## src/rtl/hazard_pkg.sv

```systemverilog
// Shared types and constants for the IF|DE|MW hazard controller.
// No logic here; consumed by hazard_ctrl and hazard_fwd_match.
// No flow control.
package hazard_pkg;

  // Controller states: normal issue, load-use bubble, waiting on data memory.
  typedef enum logic [1:0] {
    HZ_RUN     = 2'd0,
    HZ_LU      = 2'd1,
    HZ_MEMWAIT = 2'd2
  } hz_state_t;

  // Architectural zero register; writes to it are discarded, so it never forwards.
  localparam int unsigned REG_ZERO = 0;

endpackage : hazard_pkg

```

## src/rtl/hazard_fwd_match.sv

```systemverilog
// Compares one DE source register against the MW destination register.
// Purely combinational, zero cycles.
// No flow control.
module hazard_fwd_match
  import hazard_pkg::*;
#(
  parameter int REG_AW = 5
) (
  input  logic [REG_AW-1:0] i_rs,
  input  logic              i_use_rs,
  input  logic [REG_AW-1:0] i_rd,
  input  logic              i_reg_wr,
  output logic              o_match
);

  localparam logic [REG_AW-1:0] RD_ZERO = REG_AW'(REG_ZERO);

  logic w_rd_nonzero;
  logic w_rd_eq_rs;

  assign w_rd_nonzero = (i_rd != RD_ZERO);
  assign w_rd_eq_rs   = (i_rd == i_rs);

  // Match only when the DE instruction actually reads the register and MW really writes it.
  assign o_match = i_use_rs & i_reg_wr & w_rd_nonzero & w_rd_eq_rs;

endmodule : hazard_fwd_match

```

## src/rtl/hazard_ctrl.sv

```systemverilog
// Hazard/forwarding controller for the IF|DE|MW pipeline: forward selects, stalls, flushes, perf count.
// All control outputs are combinational from inputs and state (same cycle); counters update next edge.
// Holds the pipeline while data memory is not ready; load-use inserts one bubble into MW.
module hazard_ctrl
  import hazard_pkg::*;
#(
  parameter int REG_AW      = 5,
  parameter int MEM_TIMEOUT = 64,
  parameter int CNT_W       = 32
) (
  input  logic              i_clk,
  input  logic              i_rst_n,
  input  logic [REG_AW-1:0] i_rs1_de,
  input  logic [REG_AW-1:0] i_rs2_de,
  input  logic              i_use_rs1_de,
  input  logic              i_use_rs2_de,
  input  logic              i_br_taken_de,
  input  logic [REG_AW-1:0] i_rd_mw,
  input  logic              i_reg_wr_mw,
  input  logic              i_is_load_mw,
  input  logic              i_dmem_req_mw,
  input  logic              i_dmem_ready,
  output logic              o_forward_ae,
  output logic              o_forward_be,
  output logic              o_stall_if,
  output logic              o_stall_de,
  output logic              o_stall_mw,
  output logic              o_flush_de,
  output logic              o_flush_mw,
  output logic              o_mem_err,
  output logic [CNT_W-1:0]  o_stall_cycles
);

  // Wait counter must be able to hold MEM_TIMEOUT itself (its saturation value).
  localparam int                WCNT_W   = $clog2(MEM_TIMEOUT + 1);
  localparam logic [WCNT_W-1:0] WAIT_MAX = WCNT_W'(MEM_TIMEOUT);
  localparam logic [WCNT_W-1:0] WAIT_ERR = WCNT_W'(MEM_TIMEOUT - 1);
  localparam logic [CNT_W-1:0]  CNT_MAX  = {CNT_W{1'b1}};

  hz_state_t         r_state;
  hz_state_t         w_state_nxt;
  logic [WCNT_W-1:0] r_wait_cnt;
  logic [CNT_W-1:0]  r_stall_cycles;
  logic              r_mem_err;

  logic w_match_a;
  logic w_match_b;
  logic w_mem_stall;
  logic w_fwd_ok;

  logic w_stall_if;
  logic w_stall_de;
  logic w_stall_mw;
  logic w_flush_de;
  logic w_flush_mw;
  logic w_wait_start;
  logic w_wait_inc;
  logic w_wait_clr;
  logic w_err_set;

  hazard_fwd_match #(
    .REG_AW (REG_AW)
  ) u_match_a (
    .i_rs     (i_rs1_de),
    .i_use_rs (i_use_rs1_de),
    .i_rd     (i_rd_mw),
    .i_reg_wr (i_reg_wr_mw),
    .o_match  (w_match_a)
  );

  hazard_fwd_match #(
    .REG_AW (REG_AW)
  ) u_match_b (
    .i_rs     (i_rs2_de),
    .i_use_rs (i_use_rs2_de),
    .i_rd     (i_rd_mw),
    .i_reg_wr (i_reg_wr_mw),
    .o_match  (w_match_b)
  );

  assign w_mem_stall = i_dmem_req_mw & ~i_dmem_ready;

  // Loads never forward: their data is not ready in MW, so the load-use bubble covers them and
  // the write-first regfile supplies the value after the stall. Forwarding is also suppressed
  // whenever the pipeline is not freely advancing.
  assign w_fwd_ok = (r_state == HZ_RUN) & ~w_mem_stall & ~i_is_load_mw;

  // Next-state and stall/flush decode; priority in RUN is memory wait, then load-use, then branch.
  always_comb begin
    w_state_nxt  = r_state;
    w_stall_if   = 1'b0;
    w_stall_de   = 1'b0;
    w_stall_mw   = 1'b0;
    w_flush_de   = 1'b0;
    w_flush_mw   = 1'b0;
    w_wait_start = 1'b0;
    w_wait_inc   = 1'b0;
    w_wait_clr   = 1'b0;
    w_err_set    = 1'b0;
    unique case (r_state)
      HZ_RUN: begin
        if (w_mem_stall) begin
          w_stall_if   = 1'b1;
          w_stall_de   = 1'b1;
          w_stall_mw   = 1'b1;
          w_wait_start = 1'b1;
          w_state_nxt  = HZ_MEMWAIT;
        end else if (i_is_load_mw & (w_match_a | w_match_b)) begin
          w_stall_if  = 1'b1;
          w_stall_de  = 1'b1;
          w_flush_mw  = 1'b1;
          w_state_nxt = HZ_LU;
        end else if (i_br_taken_de) begin
          w_flush_de = 1'b1;
        end
      end
      HZ_LU: begin
        // Bubble occupies MW, so no memory access can be pending; only a branch matters.
        w_flush_de  = i_br_taken_de;
        w_state_nxt = HZ_RUN;
      end
      HZ_MEMWAIT: begin
        // Branches wait: the DE instruction is re-evaluated once the pipeline moves again.
        if (!i_dmem_ready) begin
          w_stall_if = 1'b1;
          w_stall_de = 1'b1;
          w_stall_mw = 1'b1;
          w_wait_inc = 1'b1;
          w_err_set  = (r_wait_cnt == WAIT_ERR);
        end else begin
          w_wait_clr  = 1'b1;
          w_state_nxt = HZ_RUN;
        end
      end
      default: begin
        w_state_nxt = HZ_RUN;
      end
    endcase
  end

  // State register.
  always_ff @(posedge i_clk or negedge i_rst_n) begin
    if (!i_rst_n) begin
      r_state <= HZ_RUN;
    end else begin
      r_state <= w_state_nxt;
    end
  end

  // Memory wait counter: starts at 1 on entry, saturates at MEM_TIMEOUT, clears on completion.
  always_ff @(posedge i_clk or negedge i_rst_n) begin
    if (!i_rst_n) begin
      r_wait_cnt <= '0;
    end else if (w_wait_start) begin
      r_wait_cnt <= WCNT_W'(1);
    end else if (w_wait_clr) begin
      r_wait_cnt <= '0;
    end else if (w_wait_inc && (r_wait_cnt != WAIT_MAX)) begin
      r_wait_cnt <= r_wait_cnt + WCNT_W'(1);
    end
  end

  // Sticky timeout flag; only reset clears it.
  always_ff @(posedge i_clk or negedge i_rst_n) begin
    if (!i_rst_n) begin
      r_mem_err <= 1'b0;
    end else if (w_err_set) begin
      r_mem_err <= 1'b1;
    end
  end

  // Saturating perf counter of cycles in which the front end is held.
  always_ff @(posedge i_clk or negedge i_rst_n) begin
    if (!i_rst_n) begin
      r_stall_cycles <= '0;
    end else if (w_stall_if && (r_stall_cycles != CNT_MAX)) begin
      r_stall_cycles <= r_stall_cycles + CNT_W'(1);
    end
  end

  // Combinational outputs are gated by reset so nothing leaks out while the block is held in reset.
  assign o_forward_ae   = i_rst_n & w_match_a & w_fwd_ok;
  assign o_forward_be   = i_rst_n & w_match_b & w_fwd_ok;
  assign o_stall_if     = i_rst_n & w_stall_if;
  assign o_stall_de     = i_rst_n & w_stall_de;
  assign o_stall_mw     = i_rst_n & w_stall_mw;
  assign o_flush_de     = i_rst_n & w_flush_de;
  assign o_flush_mw     = i_rst_n & w_flush_mw;
  assign o_mem_err      = r_mem_err;
  assign o_stall_cycles = r_stall_cycles;

endmodule : hazard_ctrl

```

## config.mk

```make
export PLATFORM = sky130hd
export DESIGN_NAME = hazard_ctrl
export DESIGN_NICKNAME = d
export VERILOG_FILES = /design/src/rtl/hazard_pkg.sv /design/src/rtl/hazard_fwd_match.sv /design/src/rtl/hazard_ctrl.sv
export SDC_FILE = /design/constraint.sdc
export NUM_CORES = 1
export LEC_CHECK = 0
export ABC_AREA = 1
export BUFFER_PORTS_ARGS = -buffer_cell sky130_fd_sc_hd__buf_4
export CAP_MARGIN = 15
export CORE_MARGIN = 2
export CORE_UTILIZATION = 43
export CTS_CLUSTER_DIAMETER = 100
export DETAILED_ROUTE_END_ITERATION = 6
export GPL_TIMING_DRIVEN = 0
export PLACE_DENSITY_LB_ADDON = 0.3
export SLEW_MARGIN = 20
export SYNTH_ARGS = -nofsm -noshare
export SYNTH_HDL_FRONTEND = slang
export SYNTH_SLANG_ARGS = --single-unit
```

## constraint.sdc

```tcl
create_clock -name i_clk -period 1.7 [get_ports i_clk]
set_clock_uncertainty 0.05 [all_clocks]
set_input_delay 0.34 -clock i_clk [delete_from_list [all_inputs] [get_ports i_clk]]
set_output_delay 0.34 -clock i_clk [all_outputs]
set_load 0.005 [all_outputs]
```

# Word level (Yosys, flattened, before mapping)
# Cells that the tools add are included.
word_totals:
  latchBits: 0
  mem_count: 0
  input_bits: 24
  mem_bits_rw: 0
  register_bits: 42
  word_cells: 68
  mem_bits_ro: 0
  output_inout_bits: 40
op_classes:
  magnitude_cmp: 0
  n_div: 0
  muxes: 25
  shift: 0
  n_eq_ne: 9
  bitwise_logic: 22
  add_sub_neg: 2
  mul: 0
  reduce_logical: 6
ops:
  columns: ["operator", "n"]
  rows:
  - ["32-bit by 1-bit adder with 32-bit output, second input constant", 1]
  - ["32-bit inequality test, second input constant", 1]
  - ["7-bit 2-to-1 mux", 3]
  - ["1-bit AND", 18]
  - ["1-bit 2-to-1 mux", 15]
  - ["5-bit equality test", 2]
  - ["7-bit by 1-bit adder with 7-bit output, second input constant", 1]
  - ["7-bit by 6-bit equality test with 1-bit output, second input constant", 1]
  - ["7-bit inequality test, second input constant", 1]
  - ["2-bit 2-to-1 mux", 3]
  - ["1-bit case mux with 2 select lines", 3]
  - ["5-bit nonzero test", 1]
  - ["2-bit case mux with 2 select lines", 1]
  - ["3-bit by 2-bit inequality test with 1-bit output, second input constant", 1]
  - ["1-bit inverter", 3]
  - ["3-bit nonzero test", 1]
  - ["2-bit by 1-bit equality test with 1-bit output, second input constant", 1]
  - ["2-bit equality test, second input constant", 1]
  - ["1-bit logical AND", 2]
  - ["2-bit logical NOT", 1]
  - ["2-bit inequality test, second input constant", 1]
  - ["2-bit AND reduction", 1]
  - ["1-bit OR", 1]

# Longest topological paths before layout
depth:
  depth_word: 9
  mapped_depth: 14
  depth_no_buf: 13

# Hierarchy
# Synthesis repeated with hierarchy kept, for this count alone.
hier_totals:
  hier_cells: 512
  area_unflattened_um2: 3055.4
by_module_without_submodules:
  columns: ["module", "seq_area_each_um2", "n_inst", "cells_each", "area_each_um2"]
  rows:
  - ["hazard_ctrl", 1051.0, 1, 448, 2807.7]
  - ["hazard_fwd_match", 0.0, 2, 32, 123.9]

# Worst setup path after synthesis
# No wires, ideal clock.
synth_timing:
  path_kind: "register to register"
  from: "register r_stall_cycles[0], in the netlist o_stall_cycles[0]"
  to: "register r_stall_cycles[2], in the netlist o_stall_cycles[2]"
  path_stages_with_launch: 11
  setup_slack_ns: -0.032
  required_time_ns: 1.585
  t_arrival_ns: 1.617
  n_path_buf: 1
  setup_time_ns: 0.065
  period_less_slack_ns: 1.732
  path_cell_list: "dfrtp_1 > ha_1 > inv_1 > nor2_4 > nand2_2 > nor2_1 > nand4_2 > nand2_2 > buf_6 > nand2_1 > nand2_1"
synth_between:
  elab_chain_cells: 2
  elab_cells_between_ends: 3
  classes_between: "1 x add/sub; 1 x eq/ne; 1 x reduce/logical"
synth_rtl:
  columns: ["item", "line_no", "text"]
  rows:
  - ["start: declaration", "hazard_ctrl.sv:43", "logic [CNT_W-1:0] r_stall_cycles;"]
  - ["start signal: assignment", "hazard_ctrl.sv:177", "r_stall_cycles <= r_stall_cycles + CNT_W'(1);"]
  - ["parallel branches: the longest is 2 deep, another holds 32-bit by 1-bit adder with 32-bit output", null, null]
# Parallel ways; which one is timed is not known.
# A chain may end at the register's enable or synchronous reset.

# Worst setup path in the final report
layout_timing:
  from: "register r_state[0]"
  to: "output o_stall_if"
layout_between:
  elab_chain_cells: 3
  elab_cells_between_ends: 4
  classes_between: "1 x eq/ne; 1 x mux; 1 x bitwise; 1 x reduce/logical"
layout_rtl:
  columns: ["item", "line_no", "text"]
  rows:
  - ["start: declaration", "hazard_ctrl.sv:40", "hz_state_t r_state;"]
  - ["start signal: assignment", "hazard_ctrl.sv:146", "r_state <= w_state_nxt;"]
  - ["2-bit equality test or 2-bit logical NOT (tied branches)", "hazard_ctrl.sv:100", "unique case (r_state)"]
  - ["1-bit case mux with 2 select lines *", "hazard_ctrl.sv:100", null]
  - ["1-bit AND *", "hazard_ctrl.sv:184", "assign o_stall_if = i_rst_n & w_stall_if;"]
  - ["end: declaration", "hazard_ctrl.sv:25", "output logic o_stall_if,"]
# Mark *: on every way between the ends. The rest lies on a longest branch, timed or not.

==> results_dict.tcl <==
set metrics [dict create \
    outcome "complete, but fails checks" \
    failing_checks "hold timing, setup timing" \
    drc 0 \
    synth.mux.area_fraction_pct 0 \
    antenna_violations_before_repair 0 \
    synth_nets 478 \
    sequential_cell_area_fraction_in_the_yosys_report_pct 35.6 \
    timing.critical_path.arrival_ps 1400 \
    reg2regPathDepth 9 \
    irDropWorstVdd_v 0.000340 \
    place.detailed.instances 594 \
    report.power.total_mw 2.65 \
    design.portCount 64 \
    worst_skew_pair.late_latency_ps 300 \
    synth.avg_cell_area_um2 6.55 \
    max_cap_violations 0 \
    routed_wire_length_per_instance_um 13.7 \
    synthesis.instances 451 \
    cts_buffer_depth 2 \
    cellPowerDensity_nw_per_um2 634 \
    grt_overflow 0 \
    regArea_um2 1060 \
    finalNonFillerCells 631 \
    power_frac_seq_pct 44.1 \
    tritoncts "done" \
    slowest_delay_ps 390 \
    placement.io_buffers 63 \
    number_of_global_route_vias_before_repair 3058 \
    maxSlewViolCount 0 \
    chipHeight_um 86.9 \
    postRouteWirelength_mm 8.65 \
    drt_iter0_drc 163 \
    internal_power_mw 1.79 \
    r2r_setup_slack_ps -50 \
    core.rowCount 30 \
    rsz0062_at_grt "true" \
    cts-htree-levels 2 \
    post-route-min-period_ps 1790 \
    finalSetupViolations 37 \
    place_hpwl_mm 6.06 \
    netlist_area_um2 2960 \
    pin_count_of_the_biggest_net_entering_global_routing 46 \
    synth-adder-area-share_pct 1.27 \
    p_sw_mw 0.859 \
    clock_buffer_count_from_cts 5 \
    first_pass_iters 4 \
    fin_crit_sh_pct 105 \
    synth_compound_gate_area_share_pct 3.26 \
    regToRegStartpoint "r_state[0]" \
    drt.antenna.violating_nets 0 \
    critPathCaptureType "output port" \
    finalNetCount 577 \
    crit_path_start_kind "flip-flop" \
    path_cells "inv_2, nand2_4, nor2_4, nor2_4, a21oi_2, buf_4, buf_6" \
    die_area_um2 7550 \
    cp-startpoint "r_state[0]" \
    cts.sinks 42 \
    postLayoutSetupSlackWorst_ps -90.3 \
    ys_types 28 \
    final_core_utilization_pct 62.1 \
    yosysWarningCount 0 \
    power.share.combinational_pct 29.8 \
    grt_first_pass_wirelength_mm 13.9 \
    grt_util_all_layers_pct 23.2 \
    most_frequent_cells_in_the_layout "nand2_1 (160), buf_4 (81), nor2_1 (44)" \
    worst_r2r_endpoint "o_stall_cycles[27]" \
    worstSetupPathType "flip-flop to output port" \
    cp_common_cell "nor2_4" \
    multi_input_area_um2 1860 \
    critical_path.endpoint "o_stall_if" \
    max_slew.worst_pin.slew_ps 436 \
    vias 3257 \
    initial_utilization_pct 44.0 \
    relative_max_transition_margin_pct 70.7 \
    worst-endpoint-required_ps 1310 \
    flow.area_growth_from_synthesis_pct 41.2 \
    die_width_um 86.9 \
    combinational_family_with_the_most_area_after_synthesis "simple AND/OR/NAND/NOR gates" \
    floorplan.core_area_um2 6720 \
    gp_congestion 0.937 \
    final_hold_viol_count 42 \
    drive_above_1_share_pct 31.9 \
    n_fill_cell 614 \
    max_freq_ghz 0.559 \
    yosys.area_share.simple_pct 42.3 \
    power.static_leakage_nw 2.18 \
    cts_root_buf "clkbuf_8" \
    cp_max_fo 4 \
    fin_worst_hold_slack_ps -106 \
    worst_setup_hold_path_clk_slew_ps 80 \
    fraction_of_power_spent_switching_nets_pct 32.5 \
    timing.hold.worst.class "primary input to asynchronous set/reset pin" \
    n_antenna_cell 0 \
    synth-xor-area-share_pct 8.59 \
    most_frequent_standard_cell_in_the_layout_excluding_fill_and_tap_cells "nand2_1" \
    vias_per_cell 5.16 \
    critical_path.slowest_cell "dfrtp_1" \
    clock_power_share_pct 26.0 \
    yosys_register_bits 42 \
]
critical path, delay by kind of cell, from the launching register on:
| family | cells | cell delay [ps] |
|---|---|---|
| DFF | 1 | 390 |
| and+or+nand+nor | 3 | 270 |
| AOI/OAI and AO/OA | 1 | 130 |
| buffers and inverters | 3 | 310 |
repair_timing:
item                                    CTS  global route
gates cloned                              1             2
buffers inserted                         22             4
gates resized for setup                  54            39
pin swaps                                18            13
endpoints found under the setup margin   39            42
endpoints found under the hold margin    42            42
stage by stage:
step | setup TNS, ps | instance area [µm²] | worst slack [ps]
floorplan | 0 | 2970 | 6.09
global placement | -9060 | 3540 | -282
detailed placement | -9680 | 3540 | -306
CTS | -270 | 3990 | -80.6
global route | -4590 | 4170 | -159
finish | -1290 | 4170 | -90.3
cells by family (layout without fill, tap and decap cells):
logic type,after synthesis,in the layout
compound gates,17,17
xor+xnor,29,29
fa+ha+maj,3,3
buf+inv,62,162
flops,42,42
simple gates,298,298
power groups by stage:
stage          clock [mW]  combinational, mW  sequential (mW)
2_1_floorplan           0              0.331             1.18
3_3_place_gp            0              0.548             1.19
3_5_place_dp            0              0.572             1.20
4_1_cts             0.701              0.709             1.16
5_1_grt             0.761              0.880             1.18
6_report            0.689              0.790             1.17
worst min-delay path by stage:
stage,from,endpoint,slack (ps)
after global placement,i_rst_n,o_stall_cycles[5],320
after CTS,i_rst_n,o_stall_cycles[4],-90
final,i_rst_n,o_stall_cycles[4],-110
after detailed placement,i_rst_n,o_stall_cycles[4],320
after global routing,i_rst_n,o_stall_cycles[4],-80
after floorplan,i_rst_n,o_mem_err,-6
per-layer routing:
| layer | GRT usage (%) | share of wire, % | wire length, µm | vias to the layer above |
|---|---|---|---|---|
| met4 | 7.39 | 1.8 | 156 | 0 |
| met2 | 37.9 | 49 | 4250 | 91 |
| met3 | 4.08 | 4.6 | 400 | 18 |
| met5 | 0 | 0 | 0 | - |
| li1 | - | - | - | 1596 |
| met1 | 31.1 | 44 | 3840 | 1552 |
sequential cells by signal (all words and copies together) (netlist names):
signal,flops
r_state,2
r_wait_cnt,7
o_stall_cycles,32
o_mem_err,1
cells in the mapped netlist:
master / count / share of area, %
inv_1: 49 / 6.2
nor3_2: 1 / 0.34
nand3_1: 41 / 6.9
nor3_1: 17 / 2.9
buf_6: 3 / 1.1
buf_2: 6 / 1.0
a21oi_1: 8 / 1.4
nand2_2: 2 / 0.42
nand2_1: 172 / 22
nand3b_1: 2 / 0.51
a211oi_1: 2 / 0.51
nor3b_1: 2 / 0.51
nand4_1: 2 / 0.42
xor2_1: 22 / 6.5
nor3b_2: 1 / 0.42
nor2_2: 1 / 0.21
nor2_1: 55 / 7.0
buf_4: 1 / 0.25
o21bai_1: 1 / 0.25
nand4_2: 1 / 0.42
inv_2: 3 / 0.38
o21ai_0: 3 / 0.51
a31oi_1: 2 / 0.42
dfrtp_1: 42 / 36
xnor2_1: 7 / 2.1
o22ai_1: 1 / 0.21
nor2_4: 1 / 0.38
ha_1: 3 / 1.3
area by class of cell:
type                            count  area share (%)
Multi-Input combinational cell    347            44.7
Inverter                           52            4.98
Sequential cell                    42            25.4
Buffer                             10            2.34
Clock buffer                        6            1.98
Clock inverter                      2           0.300
Timing Repair Buffer               92            17.9
Tap cell                           80            2.40
(Power assumes the default switching activity.)
